<file path="config.mk">
export PLATFORM = sky130hd
export DESIGN_NAME = seg7_scan_ctrl
export DESIGN_NICKNAME = d
export VERILOG_FILES = /design/src/rtl/seg7_pkg.sv /design/src/rtl/seg7_hex_decode.sv /design/src/rtl/seg7_scan_ctrl.sv
export SDC_FILE = /design/constraint.sdc
export NUM_CORES = 1
export LEC_CHECK = 0
export BUFFER_PORTS_ARGS = -buffer_cell sky130_fd_sc_hd__buf_2
export CAP_MARGIN = 20
export CORE_UTILIZATION = 43
export DETAILED_ROUTE_END_ITERATION = 10
export PLACE_DENSITY = 0.62
export SLEW_MARGIN = 20
export SYNTH_ARGS = -nofsm -noshare
export SYNTH_HDL_FRONTEND = slang
export SYNTH_SLANG_ARGS = --single-unit
export TNS_END_PERCENT = 50
</file>
<file path="constraint.sdc">
create_clock -name clk -period 7.5 [get_ports clk]
set_clock_uncertainty 0.15 [all_clocks]
set_input_delay 0.375 -clock clk [delete_from_list [all_inputs] [get_ports clk]]
set_output_delay 0.375 -clock clk [all_outputs]
set_load 0.02 [all_outputs]
</file>
<file path="src/rtl/seg7_pkg.sv">
// Shared definitions for the 7-segment scan controller: FSM state encoding
// and the hex-to-segment lookup table (active-high, bit order {g,f,e,d,c,b,a}).
package seg7_pkg;

  typedef enum logic [1:0] {
    ST_IDLE  = 2'd0,
    ST_BLANK = 2'd1,
    ST_DRIVE = 2'd2
  } scan_state_t;

  localparam logic [6:0] HEX_SEG [16] = '{
    7'h3F, 7'h06, 7'h5B, 7'h4F, 7'h66, 7'h6D, 7'h7D, 7'h07,
    7'h7F, 7'h6F, 7'h77, 7'h7C, 7'h39, 7'h5E, 7'h79, 7'h71
  };

endpackage

</file>
<file path="src/rtl/seg7_hex_decode.sv">
// Combinational hex nibble to 7-segment decoder with selectable polarity.
module seg7_hex_decode
  import seg7_pkg::*;
#(
  parameter bit ACT_LOW = 1'b1
) (
  input  logic [3:0] nibble,
  output logic [6:0] seg
);

  // Look the glyph up in the shared table, then flip it for active-low pins.
  always_comb begin
    seg = HEX_SEG[nibble];
    if (ACT_LOW) seg = ~seg;
  end

endmodule

</file>
<file path="src/rtl/seg7_scan_ctrl.sv">
// Time-multiplexed scan controller for a common-anode multi-digit 7-segment
// display. Each digit gets a fixed slot: a short all-dark gap against ghosting,
// then the digit is driven. New digit sets are double-buffered (pending ->
// shadow) and only reach the display at a frame boundary or while idle.
module seg7_scan_ctrl
  import seg7_pkg::*;
#(
  parameter int N_DIGITS    = 4,
  parameter int SLOT_CYC    = 12000,
  parameter int BLANK_CYC   = 600,
  parameter bit SEG_ACT_LOW = 1'b1,
  parameter bit AN_ACT_LOW  = 1'b1
) (
  input  logic                  clk,
  input  logic                  rst_n,
  input  logic                  en,
  input  logic                  load_valid,
  output logic                  load_ready,
  input  logic [4*N_DIGITS-1:0] load_data,
  input  logic [N_DIGITS-1:0]   load_dp,
  input  logic [N_DIGITS-1:0]   blank_mask,
  output logic [6:0]            seg,
  output logic                  dp,
  output logic [N_DIGITS-1:0]   an,
  output logic                  frame_done
);

  localparam int CNT_W = (SLOT_CYC > 1) ? $clog2(SLOT_CYC) : 1;
  localparam int IDX_W = $clog2(N_DIGITS);

  localparam logic [CNT_W-1:0] CNT_LAST   = CNT_W'(SLOT_CYC - 1);
  localparam logic [CNT_W-1:0] BLANK_LAST = CNT_W'((BLANK_CYC > 0) ? BLANK_CYC - 1 : 0);
  localparam logic [IDX_W-1:0] IDX_LAST   = IDX_W'(N_DIGITS - 1);

  // With no blanking gap every slot starts straight in DRIVE.
  localparam scan_state_t SLOT_START = (BLANK_CYC == 0) ? ST_DRIVE : ST_BLANK;

  localparam logic [6:0]          SEG_OFF = SEG_ACT_LOW ? 7'h7F : 7'h00;
  localparam logic                DP_OFF  = SEG_ACT_LOW;
  localparam logic [N_DIGITS-1:0] AN_OFF  = AN_ACT_LOW ? '1 : '0;

  scan_state_t state, state_nxt;
  logic [CNT_W-1:0] cnt, cnt_nxt;
  logic [IDX_W-1:0] idx, idx_nxt;
  logic frame_end;

  logic [4*N_DIGITS-1:0] pend_data, shadow_data, shadow_data_nxt;
  logic [N_DIGITS-1:0]   pend_dp, shadow_dp, shadow_dp_nxt;
  logic                  pend_v;
  logic                  load_fire;
  logic                  shadow_take;

  logic [3:0]          nibble;
  logic                dp_bit;
  logic [N_DIGITS-1:0] an_sel;
  logic [6:0]          seg_dec;
  logic                drive_now;

  assign load_ready  = ~pend_v;
  assign load_fire   = load_valid & ~pend_v;
  assign shadow_take = pend_v & (frame_done | (state == ST_IDLE));
  assign drive_now   = en & (state == ST_DRIVE);

  // Scan FSM register: state, slot cycle counter and digit index.
  always_ff @(posedge clk or negedge rst_n) begin
    if (!rst_n) begin
      state <= ST_IDLE;
      cnt   <= '0;
      idx   <= '0;
    end else begin
      state <= state_nxt;
      cnt   <= cnt_nxt;
      idx   <= idx_nxt;
    end
  end

  // Next-state logic; dropping en parks the scanner in IDLE from any state.
  always_comb begin
    state_nxt = state;
    cnt_nxt   = cnt;
    idx_nxt   = idx;
    frame_end = 1'b0;
    if (!en) begin
      state_nxt = ST_IDLE;
      cnt_nxt   = '0;
      idx_nxt   = '0;
    end else begin
      case (state)
        ST_IDLE: begin
          state_nxt = SLOT_START;
          cnt_nxt   = '0;
          idx_nxt   = '0;
        end
        ST_BLANK: begin
          cnt_nxt = cnt + 1'b1;
          if (cnt == BLANK_LAST) state_nxt = ST_DRIVE;
        end
        ST_DRIVE: begin
          if (cnt == CNT_LAST) begin
            cnt_nxt   = '0;
            idx_nxt   = (idx == IDX_LAST) ? '0 : idx + 1'b1;
            state_nxt = SLOT_START;
            frame_end = (idx == IDX_LAST);
          end else begin
            cnt_nxt = cnt + 1'b1;
          end
        end
        default: begin
          state_nxt = ST_IDLE;
          cnt_nxt   = '0;
          idx_nxt   = '0;
        end
      endcase
    end
  end

  // Pending buffer captures offered sets and is drained into the shadow copy.
  always_ff @(posedge clk or negedge rst_n) begin
    if (!rst_n) begin
      pend_data   <= '0;
      pend_dp     <= '0;
      pend_v      <= 1'b0;
      shadow_data <= '0;
      shadow_dp   <= '0;
    end else begin
      shadow_data <= shadow_data_nxt;
      shadow_dp   <= shadow_dp_nxt;
      if (load_fire) begin
        pend_data <= load_data;
        pend_dp   <= load_dp;
        pend_v    <= 1'b1;
      end else if (shadow_take) begin
        pend_v <= 1'b0;
      end
    end
  end

  // Shadow value as of the next edge; decoding from it means the first
  // driven cycle of a new frame already shows the new set even without a gap.
  always_comb begin
    shadow_data_nxt = shadow_take ? pend_data : shadow_data;
    shadow_dp_nxt   = shadow_take ? pend_dp   : shadow_dp;
  end

  // Pick the current digit's nibble, dp bit and (unless masked) its anode.
  always_comb begin
    nibble = '0;
    dp_bit = 1'b0;
    an_sel = '0;
    for (int i = 0; i < N_DIGITS; i++) begin
      if (idx == IDX_W'(i)) begin
        nibble    = shadow_data_nxt[4*i +: 4];
        dp_bit    = shadow_dp_nxt[i];
        an_sel[i] = ~blank_mask[i];
      end
    end
  end

  seg7_hex_decode #(
    .ACT_LOW (SEG_ACT_LOW)
  ) u_hex_decode (
    .nibble (nibble),
    .seg    (seg_dec)
  );

  // Registered pins: driven only in DRIVE, otherwise every line inactive.
  always_ff @(posedge clk or negedge rst_n) begin
    if (!rst_n) begin
      seg        <= SEG_OFF;
      dp         <= DP_OFF;
      an         <= AN_OFF;
      frame_done <= 1'b0;
    end else begin
      frame_done <= frame_end;
      if (drive_now) begin
        seg <= seg_dec;
        dp  <= SEG_ACT_LOW ? ~dp_bit : dp_bit;
        an  <= AN_ACT_LOW ? ~an_sel : an_sel;
      end else begin
        seg <= SEG_OFF;
        dp  <= DP_OFF;
        an  <= AN_OFF;
      end
    end
  end

endmodule

</file>
# [After elaboration in Yosys (flattened, before gate mapping)]
# Memory sizes are Yosys's and may differ from the RTL's.
# Cells that the tools add are included.
[totals] reg_bits=72 rom_bits=112 inputBits=28 out_inout_bits=14 word_cells=79 memories=1
[mem_list] memory="(name not given)" words=16 word_bits=7 read_ports=1 rd_clocked_by_memory_dff=0 wr=0 line="seg7_hex_decode.sv:13" rtl="seg = HEX_SEG[nibble];"
[classes] n_addsub=2 order_cmp=1 n_eq_ne=10 muxes=35 bitwise_logic=13 reduce_logical=5
[ops] operator="2-to-1 mux 14 bit" n=2
[ops] operator="case mux 14 bit (2 select lines)" n=1
[ops] operator="2-to-1 mux 4 bit" n=6
[ops] operator="2-to-1 mux 7 bit" n=3
[ops] operator="2-to-1 mux 16 bit" n=1
[ops] operator="adder 14 x 1 -> 14 bit (second input constant)" n=1
[ops] operator="equality test 14 x 10 -> 1 bit (second input constant)" n=1
[ops] operator="equality test 14 bit (second input constant)" n=1
[ops] operator="2-to-1 mux 1 bit" n=14
[ops] operator="2-to-1 mux 2 bit" n=6
[ops] operator="inverter 7 bit" n=1
[ops] operator="equality test 2 bit (second input constant)" n=3
[ops] operator="inverter 1 bit" n=6
[ops] operator="case mux 2 bit (3 select lines)" n=1
[ops] operator=">= comparator 5 bit (second input constant)" n=1
[ops] operator="inverter 4 -> 5 bit" n=1
[ops] operator="equality test 2 x 1 -> 1 bit (second input constant)" n=2
[ops] operator="zero test 2 bit" n=2
[ops] operator="inverter 4 bit" n=1
[ops] operator="case mux 2 bit (2 select lines)" n=1
[ops] operator="AND reduction 2 bit" n=2
[ops] operator="AND 1 bit" n=3
[ops] operator="inequality test 3 x 2 -> 1 bit (second input constant)" n=1
[ops] operator="inequality test 3 bit (second input constant)" n=1
[ops] operator="4 further kinds" n=4

# [Longest topological paths before layout]
# Gate-level depths: netlist of the first run.
[logic_depth] word_depth=14 depth_mapped=11 mapped_depth_nobuf=11

# [Modules after synthesis]
# Synthesis of the first run repeated with hierarchy kept, for this count alone.
[unflattened] hier_cells=280 area_unflattened_um2=3415.8
[modules_own_cells] mod="seg7_scan_ctrl" n_inst=1 cells_each=249 area_per_inst_um2=3163.0 seq_area_each_um2=1816.7
[modules_own_cells] mod="seg7_hex_decode" n_inst=1 cells_each=31 area_per_inst_um2=252.7 seq_area_each_um2=0.0

# [Least setup slack after synthesis of the first run]
# Ideal clock, no wire load.
[synth_path] path_kind="register -> register" from="register state[0]" to="register seg[3]" setup_time_ns=0.077 arrival_ns=2.501 required_time_ns=7.273 slack_ns=4.772 path_stages_with_launch=12 path_buffers=0 period_less_slack_ns=2.728 path_cell_list="dfrtp_1 inv_1 ha_1 o21ai_4 mux2_2 a221oi_2 a221oi_4 inv_1 ha_1 nor3_1 a2111oi_0 a31oi_1"
[synth_via] word_cells_on_any_way=16 cone_classes="eq/ne: 1; mux: 8; bitwise: 5; reduce/logical: 1; memory: 1"
[synth_rtl] item="start: declaration" line="seg7_scan_ctrl.sv:42" rtl="scan_state_t state, state_nxt;"
[synth_rtl] item="start signal: assignment" line="seg7_scan_ctrl.sv:71" rtl="state <= state_nxt;"
[synth_rtl] item="zero test 2 bit" line="seg7_scan_ctrl.sv:61" rtl="assign shadow_take = pend_v & (frame_done | (state == ST_IDLE));"
[synth_rtl] item="bitwise OR 1 bit" line="seg7_scan_ctrl.sv:61"
[synth_rtl] item="AND 1 bit" line="seg7_scan_ctrl.sv:61"
[synth_rtl] item="2-to-1 mux 16 bit" line="seg7_scan_ctrl.sv:141" rtl="shadow_data_nxt = shadow_take ? pend_data : shadow_data;"
[synth_rtl] item="named net shadow_data_nxt[4]" line="seg7_scan_ctrl.sv:47" rtl="logic [4*N_DIGITS-1:0] pend_data, shadow_data, shadow_data_nxt;"
[synth_rtl] item="2-to-1 mux 4 bit (3 in a row)" line="seg7_scan_ctrl.sv:151" rtl="if (idx == IDX_W'(i)) begin"
[synth_rtl] item="inverter 4 -> 5 bit (implied by the code)" line="seg7_hex_decode.sv:13"
[synth_rtl] item="memory (16 x 7 bit)"
[synth_rtl] item="2-to-1 mux 7 bit (implied by the code) (2 in a row)" line="seg7_hex_decode.sv:13"
[synth_rtl] item="inverter 7 bit" line="seg7_hex_decode.sv:14" rtl="if (ACT_LOW) seg = ~seg;"
[synth_rtl] item="2-to-1 mux 7 bit" line="seg7_scan_ctrl.sv:175" rtl="if (drive_now) begin"
[synth_rtl] item="end signal: assignment" line="seg7_scan_ctrl.sv:176" rtl="seg <= seg_dec;"
[synth_rtl] item="end: declaration" line="seg7_scan_ctrl.sv:22" rtl="output logic [6:0] seg,"
# The timed path passes the listed nets, and every way through them passes these cells. The select of a mux whose other input is x is not followed.
# A chain may end at the register's enable or synchronous reset.

# [Final worst setup path of the first run]
# Ends and elaborated chain as after synthesis.

==> results.ini, run 1 <==
[cts]
clk_latency_ns = 0.34
clk_pin_slew_ns = 0.08
cts_buffers = 9
cts_tree = done
root_buffer = clkbuf_8
clk_path_buf_depth = 2
post_cts_resize_count = 0
ctsHoldBuffers = 0
htree_levels = 3
clock_sinks = 72
post_cts.repair.setup_buffers = 0

[floorplan]
start_util = 0.4460
die_h_um = 91.76
io-pin-count = 42
core.rowCount = 32
fp.dieW_um = 91.76
core_area_sq_um = 7767
dieArea_sq_um = 8420

[routing]
first_pass_iters = 4
avgRoutedWirePerCell_um = 14.43
drt_iter0_drc = 118
via_per_inst = 5.156
wirelength_mm = 6.466
num_vias = 2310
ant_nets = 0
drc = 0

[critical_path]
critPathCaptureType = register
crit_type = reg -> reg
max_stage_delay_ns = 0.54
rrSetupSlack_ns = 4.26
cp.required_ns = 7.59
crit_buf_inv = 2
crit_start = state[0]
start_kind = register
r2r_start = state[0]
regToRegEndpoint = seg[3]
critPathArrivalTime_ns = 3.33
endpoint = seg[3]
slowest_stage = o21ai_4
critPathTopFamily = compound AO/OA/AOI/OAI gates
critPathMaxFanout = 17
worst-path-stages = 11
cp_cell_sequence = inv_1, ha_1, o21ai_4, mux2_2, a221oi_2, a221oi_4, inv_1, ha_1, nor3_1, a2111oi_0, a31oi_1
rr_worst_depth = 11

[placement]
io_buffers = 41
hpwl_mm = 4.642
dp.cells = 432
place_congestion = 0.8085

[synth]
synth_xor_area_frac = 0.03034
ys_seq_elements = 72
syn_inst = 298
synthAdderAreaFrac = 0.05417
yosys_warnings = 0
synthMuxAreaShare = 0.1333
synth_nets = 341
synth_edf_count = 0
post_synth_num_cell_types = 53
yosys.area_share.simple = 0.1235
yosysSeqAreaShare = 0.5244
synth_flop_cell = dfrtp_1
synth_async_sr_flop_share = 1.000
synth_top_family_by_area = multiplexers
synth-compound-area-share = 0.09390
synth.avg_cell_area_sq_um = 11.63
netlist_area_sq_um = 3465

[global_route]
grt_use_total = 0.1730
grt_max_degree = 73
grt_pass1_wl_mm = 11.38
antenna_found_initial = 0
gr-total-overflow = 0
grt_pass1_vias = 2357

[cells_and_area]
insertedDiodeCount = 0
n_fill_cell = 732
layout.nets = 384
areaGrowthSynthToFinish_pct = 14.66
final_layout_size_suffix_gt1_frac = 0.3035
finalNonFillerCells = 448

[flow_run]
cap_violations = 0

[min_path]
hold_path.class = in -> reg

[timing]
tightest_slew_ns = 0.9599
fin_crit_ns = 3.236
period_share = 0.4315
setup_viol = 0
maxSlewViolCount = 0
finalHoldViolCount = 0
fmax_mhz = 309.0
rsz0062_at_grt = no
tns_ns = 0
relSlewSlack = 0.3572

[power_and_ir_drop]
power_leakage_nw = 1.785
ir_drop_v = 0.0001672
powerDensity_nw_per_um2 = 398.3

[outcome]
outcome = finished clean

==> cell type report <==
| type | count | area (sq um) | share of cell area |
|---|---|---|---|
| sequential | 72 | 1817 | 0.4573 |
| tap | 102 | 127.6 | 0.03213 |
| clock inverter | 6 | 92.59 | 0.02331 |
| inverter | 20 | 75.07 | 0.01890 |
| multi-input combinational | 196 | 1510 | 0.3802 |
| timing repair buffer | 42 | 212.7 | 0.05354 |
| clock buffer | 10 | 137.6 | 0.03465 |
==> metrics by stage <==
stage | worst slack [ns] | cell area (sq um) | util | hold WS, ns | total power [mW]
after floorplan | 4.772 | 3465 | - | -0.07059 | 1.120
after global placement | 4.394 | 3742 | 0.4818 | 0.2988 | 1.224
after detailed placement | 4.298 | 3742 | 0.4818 | 0.3128 | 1.245
after CTS | 4.287 | 3973 | 0.5114 | 0.05511 | 1.594
after global routing | 3.987 | 3973 | 0.5114 | 0.05752 | 1.697
final | 4.264 | 3973 | 0.5114 | 0.06740 | 1.582
==> cell usage after synthesis (all sizes together) (5+ instances only) <==
library cell,instances,area [sq um]
buf,6,50.04
a221oi,5,67.57
nand3b,5,37.54
dfrtp,60,1501
inv,20,75.07
xor2,6,52.55
mux2i,15,153.9
nor2,26,97.59
nand3,6,30.03
dfstp,12,315.3
o211ai,5,37.54
ha,15,187.7
nand2,32,122.6
mux2,26,307.8
xnor2,6,52.55
o21ai,6,41.29
==> report_power, final <==
| group | switching, mW | leakage [nW] | internal, mW | total, mW |
|---|---|---|---|---|
| Clock | 0.147 | 0.109 | 0.197 | 0.345 |
| Combinational | 0.366 | 0.801 | 0.281 | 0.647 |
| Sequential | 0.0660 | 0.875 | 0.525 | 0.591 |
| Total | 0.579 | 1.78 | 1.00 | 1.58 |
==> state kept, by name, indices dropped and copies added, names as in the netlist <==
name / flops
seg: 7
frame_done: 1
pend_dp: 4
dp: 1
shadow_data: 16
state: 2
pend_data: 16
an: 4
idx: 2
shadow_dp: 4
pend_v: 1
cnt: 14
==> cells by family after synthesis <==
family | Yosys count
AO/OA/AOI/OAI | 37
XOR/XNOR | 12
adder cells (fa/ha/maj) | 15
buffers and inverters | 30
flip-flops | 72
multiplexers | 41
AND/OR/NAND/NOR | 91
==> layer usage <==
| metal | global-route usage | up-vias | routed length, um |
|---|---|---|---|
| met5 | 0 | - | 0 |
| met4 | 0.06901 | 0 | 95 |
| met3 | 0.03566 | 11 | 248 |
| met2 | 0.2701 | 52 | 2960 |
| met1 | 0.2364 | 1129 | 3161 |
| li1 | - | 1118 | - |
==> worst min-delay path by stage <==
| stage | from | endpoint | slack, ns | cells after the start |
|---|---|---|---|---|
| 2_1_floorplan | rst_n | cnt[0] | -0.07 | 0 |
| 3_3_place_gp | cnt[0] | cnt[0] | 0.30 | 1 |
| 3_5_place_dp | cnt[0] | cnt[0] | 0.31 | 1 |
| 4_1_cts | blank_mask[3] | an[3] | 0.06 | 2 |
| 5_1_grt | blank_mask[3] | an[3] | 0.06 | 2 |
| 6_report | blank_mask[3] | an[3] | 0.07 | 2 |
==> layout by cell type (no fill, tap or decap), drive strengths merged, types with 2 or more instances in the layout <==
master,instances
and2,2
and3,2
or3,2
dfrtp,60
buf,42
nand3,6
or2,2
a21oi,4
xor2,6
a221o,4
nand4,3
nand2,32
dfstp,12
nor4,2
a22o,2
o21ai,6
inv,20
clkinv,2
clkinvlp,2
mux2i,15
nor3,2
a221oi,5
mux2,26
nor2,26
ha,15
nand3b,5
clkbuf,10
xnor2,6
bufinv,2
nor2b,4
o211ai,5
No activity file was read; power rests on OpenSTA's default activity.
==> inputs of run 2 (changes only) <==
--- a/config.mk
+++ b/config.mk
@@ -9,7 +9,7 @@
 export CAP_MARGIN = 20
 export CORE_UTILIZATION = 43
 export DETAILED_ROUTE_END_ITERATION = 10
-export PLACE_DENSITY = 0.62
+export PLACE_DENSITY = 0.64
 export SLEW_MARGIN = 20
 export SYNTH_ARGS = -nofsm -noshare
 export SYNTH_HDL_FRONTEND = slang
==> constraint.sdc (replaced) <==
create_clock -name clk -period 2.83 [get_ports clk]
set_clock_uncertainty 0.15 [all_clocks]
set_input_delay 0.1415 -clock clk [delete_from_list [all_inputs] [get_ports clk]]
set_output_delay 0.1415 -clock clk [all_outputs]
set_load 0.02 [all_outputs]
==> run 2 against run 1 <==
Clock power rose to 2.8 times the previous value. Combinational power rose to 3.3 times the previous value. Register-to-register slack got worse by 4.1 ns. Final area rose by 12%. Core utilization rose by 6.2 points. Worst setup slack got worse by 4.1 ns. Count of clock-buffer cells in the layout fell by 1. Global-route usage rose by 0.63 points. Critical path type unchanged. Largest cell class unchanged. Highest routed layer unchanged.
==> results.ini, run 2 (synthesis results as in run 1) <==
[outcome]
outcome = finished clean

[cts]
cts_tree = done
clock_sinks = 72
clk_path_buf_depth = 2
cts_buffers = 9
clk_latency_ns = 0.34
htree_levels = 3
root_buffer = clkbuf_8
clk_pin_slew_ns = 0.08

[timing]
relSlewSlack = 0.4785
rsz0062_at_grt = no
tightest_slew_ns = 0.7822
fmax_mhz = 374.3
setup_viol = 0
period_share = 0.9441
finalHoldViolCount = 0
fin_crit_ns = 2.672
maxSlewViolCount = 0

[placement]
hpwl_mm = 4.959
io_buffers = 41
place_congestion = 0.9540
dp.cells = 446

[cells_and_area]
final_util = 0.5730
final_cell_mix = dfrtp_1 (60), buf_2 (41), nand2_1 (31)
layout_commonest_cell = dfrtp_1
finalNonFillerCells = 492
reg_top3 = pend_data x16, shadow_data x16, cnt x14
layout.nets = 428
areaGrowthSynthToFinish_pct = 28.46
insertedDiodeCount = 0
final_layout_size_suffix_gt1_frac = 0.3308

[flow_run]
cap_violations = 0

[global_route]
gr-total-overflow = 0
grt_pass1_vias = 2485
antenna_found_initial = 0
grt_use_total = 0.1794
grt_pass1_wl_mm = 11.69
grt_max_degree = 39

[critical_path]
critPathArrivalTime_ns = 2.79
worst_path_most_repeated_cell = a221o_1
cp_cell_sequence = inv_1, ha_2, o21ai_4, buf_4, mux2_4, a221o_1, nand2_2, nor2_1, a221o_1
crit_buf_inv = 2
critPathTopFamily = compound AO/OA/AOI/OAI gates
crit_start = state[0]
start_kind = register
r2r_start = state[0]
crit_type = reg -> reg
max_stage_delay_ns = 0.40
slowest_stage = a221o_1
critPathCaptureType = register
cp.required_ns = 2.95
critPathMaxFanout = 7

[routing]
ant_nets = 0
first_pass_iters = 4
num_vias = 2461
avgRoutedWirePerCell_um = 14.29
wirelength_mm = 7.032
drc = 0
via_per_inst = 5.002
drt_iter0_drc = 104

[floorplan]
core.rowCount = 32
start_util = 0.4460
fp.dieW_um = 91.76
die_h_um = 91.76
core_area_sq_um = 7767
io-pin-count = 42
dieArea_sq_um = 8420

[power_and_ir_drop]
p_total_mw = 4.645
power_leakage_nw = 2.001
ir_drop_v = 0.0005083
powerDensity_nw_per_um2 = 1044

[min_path]
hold_path.class = in -> async

[run 2: cell types whose count changed in the layout (fill, tap and decap cells not counted), sizes merged]
cell and change:
clkinv +1, dlygate4sd3 +27, clkbuf -1, clkinvlp -1, buf +17, bufinv +1
[run 2: repair_timing]
action                                 CTS  global route
pin swaps                                1             4
hold buffers                            27             0
setup endpoints to repair                1             5
buffers inserted                         1             2
gates resized for setup                  0            11
endpoints found under the hold margin   63             0
[run 2: worst reg2reg max path, delay by kind of cell (launching register included)]
kind            cells  cell delay [ns]
buf+inv             2             0.29
compound gates      3             1.01
fa+ha+maj           1             0.22
mux                 1             0.33
simple gates        2             0.25
flops               1             0.35
[run 2: final timing paths]
check                          endpoint  slack, ns  depth (start not counted)
hold / removal             pend_data[6]       0.27                          2
hold reg to reg                  cnt[0]       0.31                          1
min in group clk                 cnt[0]       0.31                          1
max in group asynchronous        seg[0]       1.54                          3
setup / recovery                 seg[1]       0.16                          9
setup reg to reg                 seg[1]       0.16                          9
[run 2: through the flow]
stage               hold slack (ns)  TNS [ns]  setup slack (ns)  instance area, sq um
CTS                          0.2930         0           0.01948                  4382
detailed placement           0.1166  -0.07315          -0.07315                  3860
floorplan                   -0.3041         0            0.1021                  3465
global route                 0.3351         0          0.006777                  4451
global placement             0.1228         0           0.08243                  3860
finish                       0.2681         0            0.1582                  4451
[run 2: where the power goes]
part	total (mW)	internal, mW	leakage (nW)	switching, mW
Clock	0.978	0.587	0.119	0.392
Combinational	2.12	0.995	1.01	1.12
Sequential	1.55	1.39	0.875	0.161
Total	4.65	2.97	2.00	1.67
[run 2: per-layer routing]
| metal | global-route usage | vias up | share of wire |
|---|---|---|---|
| li1 | - | 1205 | - |
| met1 | 0.2358 | 1201 | 0.47 |
| met2 | 0.2957 | 43 | 0.48 |
| met3 | 0.03317 | 12 | 0.028 |
| met4 | 0.06771 | 0 | 0.018 |
| met5 | 0 | - | 0 |
[run 2: cell type report]
| type | instances | area [sq um] |
|---|---|---|
| fill | 682 | 3317 |
| sequential | 72 | 1817 |
| multi-input combinational | 196 | 1564 |
| timing repair buffer | 86 | 623.1 |
| tap | 102 | 127.6 |
| clock buffer | 9 | 123.9 |
| clock inverter | 7 | 120.1 |
| inverter | 20 | 75.07 |
